**src/rtl/button_event_arbiter.sv**
```systemverilog
// button_event_arbiter: debounces 12 button lines and queues the accepted transitions as events.
// Define BTN_RELEASE_EVT_EN to report releases too; by default only presses become events.
module button_event_arbiter #(
   parameter int TICK_DIV       = 1000,
   parameter int DEBOUNCE_TICKS = 16,
   parameter int FIFO_DEPTH     = 4
) (
   input  logic        clk,
   input  logic        reset,
   input  logic [11:0] btn,
   output logic [11:0] held,
   output logic        evt_valid,
   input  logic        evt_ready,
   output logic [3:0]  evt_id,
   output logic        evt_press,
   output logic        overflow,
   input  logic        clr_overflow
);
   localparam int NBTN = 12;
   localparam int TW   = $clog2(TICK_DIV);
   localparam int CW   = $clog2(DEBOUNCE_TICKS + 1);
   localparam int AW   = $clog2(FIFO_DEPTH);
`ifdef BTN_RELEASE_EVT_EN
   localparam int EW   = 5;
`else
   localparam int EW   = 4;
`endif

   logic [11:0]   btn_m, btn_s;
   logic [TW-1:0] tick_cnt;
   logic          tick;
   logic [CW-1:0] cnt [NBTN];
   logic [11:0]   accept, gen, pending, grant_mask, collide;
   logic [3:0]    rr_ptr, grant_idx;
   logic [4:0]    idx;
   logic          grant_valid;
   logic [EW-1:0] mem [FIFO_DEPTH];
   logic [EW-1:0] wr_data, head;
   logic [AW-1:0] wr_ptr, rd_ptr;
   logic [AW:0]   count;
   logic          full, push, pop;

   always_ff @(posedge clk or posedge reset) begin
      if (reset) begin
         btn_m <= '0;
         btn_s <= '0;
      end else begin
         btn_m <= btn;
         btn_s <= btn_m;
      end
   end

   assign tick = (tick_cnt == TW'(TICK_DIV - 1));

   always_ff @(posedge clk or posedge reset) begin
      if (reset)     tick_cnt <= '0;
      else if (tick) tick_cnt <= '0;
      else           tick_cnt <= tick_cnt + TW'(1);
   end

   always_comb begin
      accept = '0;
      for (int i = 0; i < NBTN; i++)
         accept[i] = (btn_s[i] != held[i]) && tick && (cnt[i] == CW'(DEBOUNCE_TICKS - 1));
   end

   always_ff @(posedge clk or posedge reset) begin
      if (reset) begin
         held <= '0;
         for (int i = 0; i < NBTN; i++) cnt[i] <= '0;
      end else begin
         for (int i = 0; i < NBTN; i++) begin
            if (btn_s[i] == held[i] || accept[i]) cnt[i] <= '0;
            else if (tick)                        cnt[i] <= cnt[i] + CW'(1);
         end
         held <= held ^ accept;
      end
   end

`ifdef BTN_RELEASE_EVT_EN
   logic [11:0] ptype;
   assign gen = accept;

   always_ff @(posedge clk or posedge reset) begin
      if (reset) ptype <= '0;
      else       ptype <= (ptype & ~gen) | (gen & ~held);
   end

   assign wr_data = {ptype[grant_idx], grant_idx};
`else
   // Only 0->1 transitions generate events; releases just update held.
   assign gen     = accept & ~held;
   assign wr_data = grant_idx;
`endif

   // NOTE: blocking assignments in always_comb; every variable gets a default before the loop so no latch is inferred.
   always_comb begin
      grant_valid = 1'b0;
      grant_idx   = '0;
      idx         = '0;
      for (int k = 0; k < NBTN; k++) begin
         idx = 5'(rr_ptr) + 5'(k);
         if (idx >= 5'(NBTN)) idx = idx - 5'(NBTN);
         if (!grant_valid && !full && pending[idx[3:0]]) begin
            grant_valid = 1'b1;
            grant_idx   = idx[3:0];
         end
      end
   end

   assign grant_mask = grant_valid ? (12'd1 << grant_idx) : '0;
   // A collision granted in the same cycle loses nothing: the old event is pushed.
   assign collide    = gen & pending & ~grant_mask;

   always_ff @(posedge clk or posedge reset) begin
      if (reset) begin
         pending  <= '0;
         rr_ptr   <= '0;
         overflow <= 1'b0;
      end else begin
         pending  <= (pending & ~grant_mask) | gen;
         overflow <= (overflow & ~clr_overflow) | (|collide);
         if (grant_valid) rr_ptr <= (grant_idx == 4'd11) ? 4'd0 : grant_idx + 4'd1;
      end
   end

   assign full      = (count == (AW+1)'(FIFO_DEPTH));
   assign push      = grant_valid;
   assign evt_valid = (count != '0);
   assign pop       = evt_valid && evt_ready;

   // NOTE: storage is not reset; outputs are gated by evt_valid so stale entries never show.
   always_ff @(posedge clk) begin
      if (push) mem[wr_ptr] <= wr_data;
   end

   always_ff @(posedge clk or posedge reset) begin
      if (reset) begin
         wr_ptr <= '0;
         rd_ptr <= '0;
         count  <= '0;
      end else begin
         if (push) wr_ptr <= wr_ptr + AW'(1);
         if (pop)  rd_ptr <= rd_ptr + AW'(1);
         case ({push, pop})
            2'b10:   count <= count + (AW+1)'(1);
            2'b01:   count <= count - (AW+1)'(1);
            default: count <= count;
         endcase
      end
   end

   assign head   = mem[rd_ptr];
   assign evt_id = evt_valid ? head[3:0] : 4'd0;
`ifdef BTN_RELEASE_EVT_EN
   assign evt_press = evt_valid & head[4];
`else
   assign evt_press = 1'b1;
`endif

endmodule
```
**config.mk**
```make
export PLATFORM = sky130hd
export DESIGN_NAME = button_event_arbiter
export DESIGN_NICKNAME = d
export VERILOG_FILES = /design/src/rtl/button_event_arbiter.sv
export SDC_FILE = /design/constraint.sdc
export NUM_CORES = 1
export LEC_CHECK = 0
export BUFFER_PORTS_ARGS = -buffer_cell sky130_fd_sc_hd__buf_2
export CAP_MARGIN = 0
export CORE_MARGIN = 2
export CORE_UTILIZATION = 45
export CTS_CLUSTER_SIZE = 25
export DETAILED_ROUTE_END_ITERATION = 12
export GPL_ROUTABILITY_DRIVEN = 0
export SETUP_SLACK_MARGIN = 0.15
export SKIP_CTS_REPAIR_TIMING = 1
export SLEW_MARGIN = 15
export SYNTH_ARGS = -nofsm -noshare
export SYNTH_HDL_FRONTEND = slang
export SYNTH_SLANG_ARGS = --single-unit
```
**constraint.sdc**
```tcl
create_clock -name clk -period 7.9 [get_ports clk]
set_input_delay 1.185 -clock clk [delete_from_list [all_inputs] [get_ports clk]]
set_output_delay 1.185 -clock clk [all_outputs]
set_load 0.05 [all_outputs]
```
# == Yosys cells after proc, flatten, opt, wreduce, memory -nomap -nowiden ==
# Memories as Yosys holds them, arrays and structs flattened.
# Index checks and enable logic that the tools add are counted.
# classes
add_sub_neg,41
magnitude_cmp,24
eq_ne,41
shifts,1
mux,91
bitwise,11
n_reduce_logical,87
# op_table
operator,count
two-way mux 5 bit,24
two-way mux 4 bit,26
adder 5 x 1 -> 5 bit (second input constant),12
equality test 5 x 4 -> 1 bit (second input constant),12
< comparator 4 x 5 -> 1 bit (second input constant),12
greater-or-equal comparator 5 x 4 -> 1 bit (second input constant),11
AND 12 bit,4
binary-select mux 1 bit (select 4 bit),12
logical AND 1 bit,48
subtractor 4 bit (second input constant),12
two-way mux 1 bit,26
nonzero test 2 bit,13
NOT 12 bit,2
adder 4 x 3 -> 5 bit (second input constant),4
adder 4 x 4 -> 5 bit (second input constant),4
equality test 1 bit,12
zero test 1 bit,12
logical OR 1 bit,12
two-way mux 12 bit,1
!= test 1 bit,12
OR 12 bit,1
OR reduction 12 bit,1
<< shifter 1 x 4 -> 12 bit (first input constant),1
XOR 12 bit,1
other kinds (19),21
# totals
regBits,130
mem_bits_rw,16
in_bits,16
out_inout_bits,19
word_cells,319
mem_count,1
# mem_list
name,words,width,rd,rd_clocked_by_memory_dff,write_ports,line_no,text
mem,4,4,1,0,1,37,logic [EW-1:0] mem [FIFO_DEPTH];

# == Longest topological paths before layout ==
# logic_depth
word_depth,56
ltp_mapped,26
mapped_depth_nobuf,23

# == Least setup slack after synthesis ==
# OpenSTA, ideal clock, no wires.
# synth_path
path_type,register to register
start,register rr_ptr[1]
end,register overflow
setup_time_ns,0.138
t_arrival_ns,6.092
required_time_ns,7.762
setup_slack_ns,1.670
stages_incl_launch_ff,26
path_buffers,3
period_less_slack_ns,6.230
path_cell_list,dfrtp_1 clkbuf_1 clkbuf_1 inv_1 ha_1 a21oi_1 xnor2_1 inv_1 ha_1 a2bb2oi_1 mux2i_1 and3_1 or2_1 buf_6 nor3b_2 and3_1 or4_1 or2_2 and2_1 inv_1 ha_1 inv_1 o21ai_0 a211oi_1 or4_1 or4_1
# synth_via
elab_chain_len,56
elab_cells_between_ends,135
cone_classes,add/sub (23); order compare (12); shift (1); mux (61); bitwise (3); reduce/logical (35)
# synth_rtl
item,line_no,text
from (decl),34,"logic [3:0] rr_ptr, grant_idx;"
from (signal assigned),123,if (grant_valid) rr_ptr <= (grant_idx == 4'd11) ? 4'd0 : grant_idx + 4'd1;
branches (longest 49 deep; another with adder 4 x 1 -> 5 bit),n/a,
two-way mux 4 bit *,104,if (!grant_valid && !full && pending[idx[3:0]]) begin
named net grant_idx[0],34,
<< shifter 1 x 4 -> 12 bit *,111,assign grant_mask = grant_valid ? (12'd1 << grant_idx) : '0;
two-way mux 12 bit *,111,
NOT 12 bit *,113,assign collide = gen & pending & ~grant_mask;
AND 12 bit *,113,
OR reduction 12 bit *,122,overflow <= (overflow & ~clr_overflow) | (|collide);
OR 1 bit *,122,
to (signal assigned),122,
to (decl),16,"output logic overflow,"
# Mark *: on every way through the listed nets, which the timed path passes. The select of a mux whose other input is x is not followed.
# A chain may end at the register's enable or synchronous reset.

# == Worst setup path in the final report ==
# layout_path
start,register rr_ptr[2]
end,register overflow
# Same word-level chain as after synthesis.

==> impl_metrics.py <==
metrics = {
    "outcome": {
        "status": "completed",
    },
    "cells_and_area": {
        "diodes": 0,
        "drive_above_1_share_pct": 11.5,
        "utilization_pct": 50.2,
        "nets": 1113,
        "fin_cells": 1314,
        "area.growth.synth_to_final_pct": 10.6,
    },
    "floorplan": {
        "io_pins": 35,
        "die_y_um": 149,
        "initial_core_util_pct": 45.4,
        "die-area_um2": 22300,
        "rows": 53,
        "die_x_um": 149,
        "design.core.area_um2": 20900,
    },
    "worst_setup_path": {
        "reg2reg_from": "rr_ptr[2]",
        "r2r_end": "overflow",
        "slowest_stage": "dfrtp_1",
        "critical_path_class": "reg2reg",
        "reg2reg_depth": 21,
        "startpoint_type": "register",
        "crit_required_ns": 8.20,
        "path_cells": "ha_1 -> a21oi_1 -> xnor2_1 -> inv_1 -> ha_1 -> a2bb2oi_1 -> mux2i_1 -> and3_1 -> or2_1 -> nor3b_2 -> and3_1 -> or4_1 -> or2_2 -> and2_1 -> inv_1 -> ha_1 -> inv_1 -> o21ai_0 -> a211oi_1 -> or4_1 -> or4_1",
        "reg2reg_slack_ns": 1.09,
        "crit_arrival_ns": 7.10,
        "critPathMaxStageDelay_ns": 0.83,
        "crit_fanout": 14,
        "crit_path_end_kind": "register",
    },
    "yosys": {
        "synth_nets": 1087,
        "synth_seq_cells": 146,
        "syn_inst": 1000,
        "netlist_area_um2": 9490,
        "synthFlopType": "dfrtp_1",
        "synth-edff-count": 16,
        "yosysSeqAreaShare_pct": 39.3,
        "yosysTopAreaCell": "dfrtp_1",
        "synth_warnings": 0,
        "ys_async_sr_fraction_pct": 89.0,
        "synthDistinctLibCells": 86,
        "synthTopCellsByArea": "dfrtp_1 34%, ha_1 9.2%, a21oi_1 5.1%",
        "synth.top_cell.area_share_pct": 34.3,
        "synth.avg_cell_area_um2": 9.49,
    },
    "detailed_routing": {
        "drt_iter0_drc": 615,
        "drt_first_pass_iters": 8,
        "drc": 0,
        "post_drt_via_cell_ratio": 5.75,
        "wl_per_cell_um": 16.5,
        "vias": 7557,
        "final_antenna_net_count": 0,
        "drt_wl_total_um": 21700,
    },
    "clock_tree": {
        "insertion_delay_ns": 0.43,
        "clock_path_buffers": 2,
        "numCtsBuffers": 17,
        "clk_pin_slew_ns": 0.07,
        "cts.sink_count": 146,
        "cts_tree": "built",
        "cts_root_buf": "clkbuf_16",
        "h-tree-depth": 4,
    },
    "global_route": {
        "grt_max_degree": 81,
        "track_usage_pct": 20.2,
        "antenna_found_initial": 0,
        "grt_pass1_wl_um": 35800,
        "overflow": 0,
        "grt_pass1_vias": 6989,
    },
    "timing": {
        "maxSlewViolCount": 0,
        "fin_crit_ns": 6.81,
        "finalCritPeriodShare_pct": 86.2,
        "tns_ns": 0,
        "setup_viol": 0,
        "rsz0062_at_grt": "false",
        "hold_violations": 0,
        "skew_ns": 0.0189,
        "worstMarginPinSlew_ns": 0.759,
        "slew-limit-headroom_pct": 49.4,
        "max_freq_mhz": 147,
        "worst_slack_ns": 1.09,
    },
    "power_and_ir_drop": {
        "pwr-share-seq_pct": 44.9,
        "p_sw_share_pct": 27.4,
        "clock_power_share_pct": 45.4,
        "internal_power_uw": 1300,
        "leakagePower_uw": 0.00456,
        "p_sw_uw": 488,
        "p_per_area_nw_per_um2": 170,
        "combPwrFrac_pct": 9.7,
        "vdd.ir_drop.worst_uv": 142,
    },
    "placed_design": {
        "dp_hpwl_um": 15400,
        "io_buffers": 33,
        "dp.cells": 1282,
        "post-place-ws_ns": 1.17,
    },
    "min_path": {
        "hold_depth": 0,
        "hold_end": "btn_s[10]",
        "hold_path_class": "reg2reg",
        "holdCritStartpoint": "btn_m[10]",
    },
    "job": {
        "cap_violations": 0,
    },
}
Yosys cell counts (4+ instances only):
cell type / number
nor3_1: 39
a211oi_1: 6
and2_1: 11
mux2_2: 5
mux2i_1: 15
buf_6: 4
nor3b_1: 17
nand3_1: 32
buf_2: 4
and3_1: 24
o22ai_1: 7
a211o_1: 4
clkbuf_1: 23
or4_1: 13
a21o_1: 15
edfxtp_1: 16
dfrtp_1: 130
a21oi_1: 97
inv_1: 65
nand2_1: 63
a32oi_1: 4
nor4b_1: 9
a31oi_1: 13
nor2b_1: 11
nand4_1: 6
nand2b_1: 6
ha_1: 70
nor4_1: 4
xor2_1: 7
or3_1: 6
xnor2_1: 28
nor2_1: 85
o21ai_0: 43
nand3b_1: 15
a22o_1: 6
mux4_2: 16
cells in the final DEF (no fill, tap or decap), drive strengths merged, types with 9 or more instances in the layout:
cell,count
nand2,63
a21o,15
xor2,9
nor3b,18
dfrtp,130
mux2i,15
edfxtp,16
nor4b,10
nor2b,11
inv,76
nand3b,15
nor2,85
clkbuf,19
buf,40
and3,24
nand3,33
xnor2,28
nor3,39
o21ai,46
ha,70
a21oi,97
and2,11
a31oi,13
or4,13
mux4,16
routing by layer:
layer	GRT usage, %	vias up	part of all wire (%)
met5	0	-	0
met4	6.19	0	1.9
met3	3.85	32	5.1
met2	31.8	225	46
met1	28.3	3611	47
li1	-	3689	-
layout make-up:
cell class                 count  area (um^2)
clock buffer                  19          453
fill                        1947        10400
multi-input combinational    750         5330
sequential                   146         3730
inverter                      71          277
timing repair buffer          40          218
tap                          275          344
clock inverter                13          141
kinds of logic after synthesis:
group / share of synthesized area (%)
AND/OR/NAND/NOR: 19.7
AO/OA/AOI/OAI: 16.8
flip-flops: 39.3
buffers and inverters: 4.61
adder cells (fa/ha/maj): 9.44
multiplexers: 6.25
XOR/XNOR: 3.81
other: 0.0395
worst max-delay path: cells and delay by family, from the launching register on:
family | cells | cell delay, ns
flops | 1 | 0.83
simple gates | 9 | 2.90
xor+xnor | 1 | 0.41
compound gates | 4 | 0.95
buf+inv | 3 | 0.36
fa+ha+maj | 3 | 0.95
mux | 1 | 0.28
power by group through the flow:
stage / logic, uW / registers (uW) / clock network (uW)
5_1_grt: 191 / 806 / 865
6_report: 172 / 801 / 810
4_1_cts: 175 / 802 / 833
3_5_place_dp: 175 / 816 / 0
2_1_floorplan: 146 / 804 / 0
3_3_place_gp: 172 / 816 / 0
flip-flops by register name, indices dropped and copies added (netlist names):
register and cells:
rd_ptr 2, btn_s 12, wr_ptr 2, pending 12
held 12, rr_ptr 4, tick_cnt 10, btn_m 12
cnt 60, overflow 1, count 3, mem 16
worst max path at each step:
stage,startpoint,end,slack (ns),cells after the start
floorplan,rr_ptr[1],overflow,1.67,25
global placement,rr_ptr[2],overflow,1.35,21
detailed placement,rr_ptr[2],overflow,1.17,21
CTS,rr_ptr[2],overflow,1.14,21
global route,rr_ptr[2],overflow,0.49,21
finish,rr_ptr[2],overflow,1.09,21
per-stage QoR:
| stage | instance area, um^2 | power (uW) | hold WS [ns] |
|---|---|---|---|
| floorplan | 9490 | 950 | 0.331 |
| global placement | 9900 | 988 | 0.332 |
| detailed placement | 9900 | 991 | 0.335 |
| CTS | 10500 | 1810 | 0.346 |
| global route | 10500 | 1860 | 0.355 |
| finish | 10500 | 1780 | 0.342 |
(Power assumes the default switching activity.)
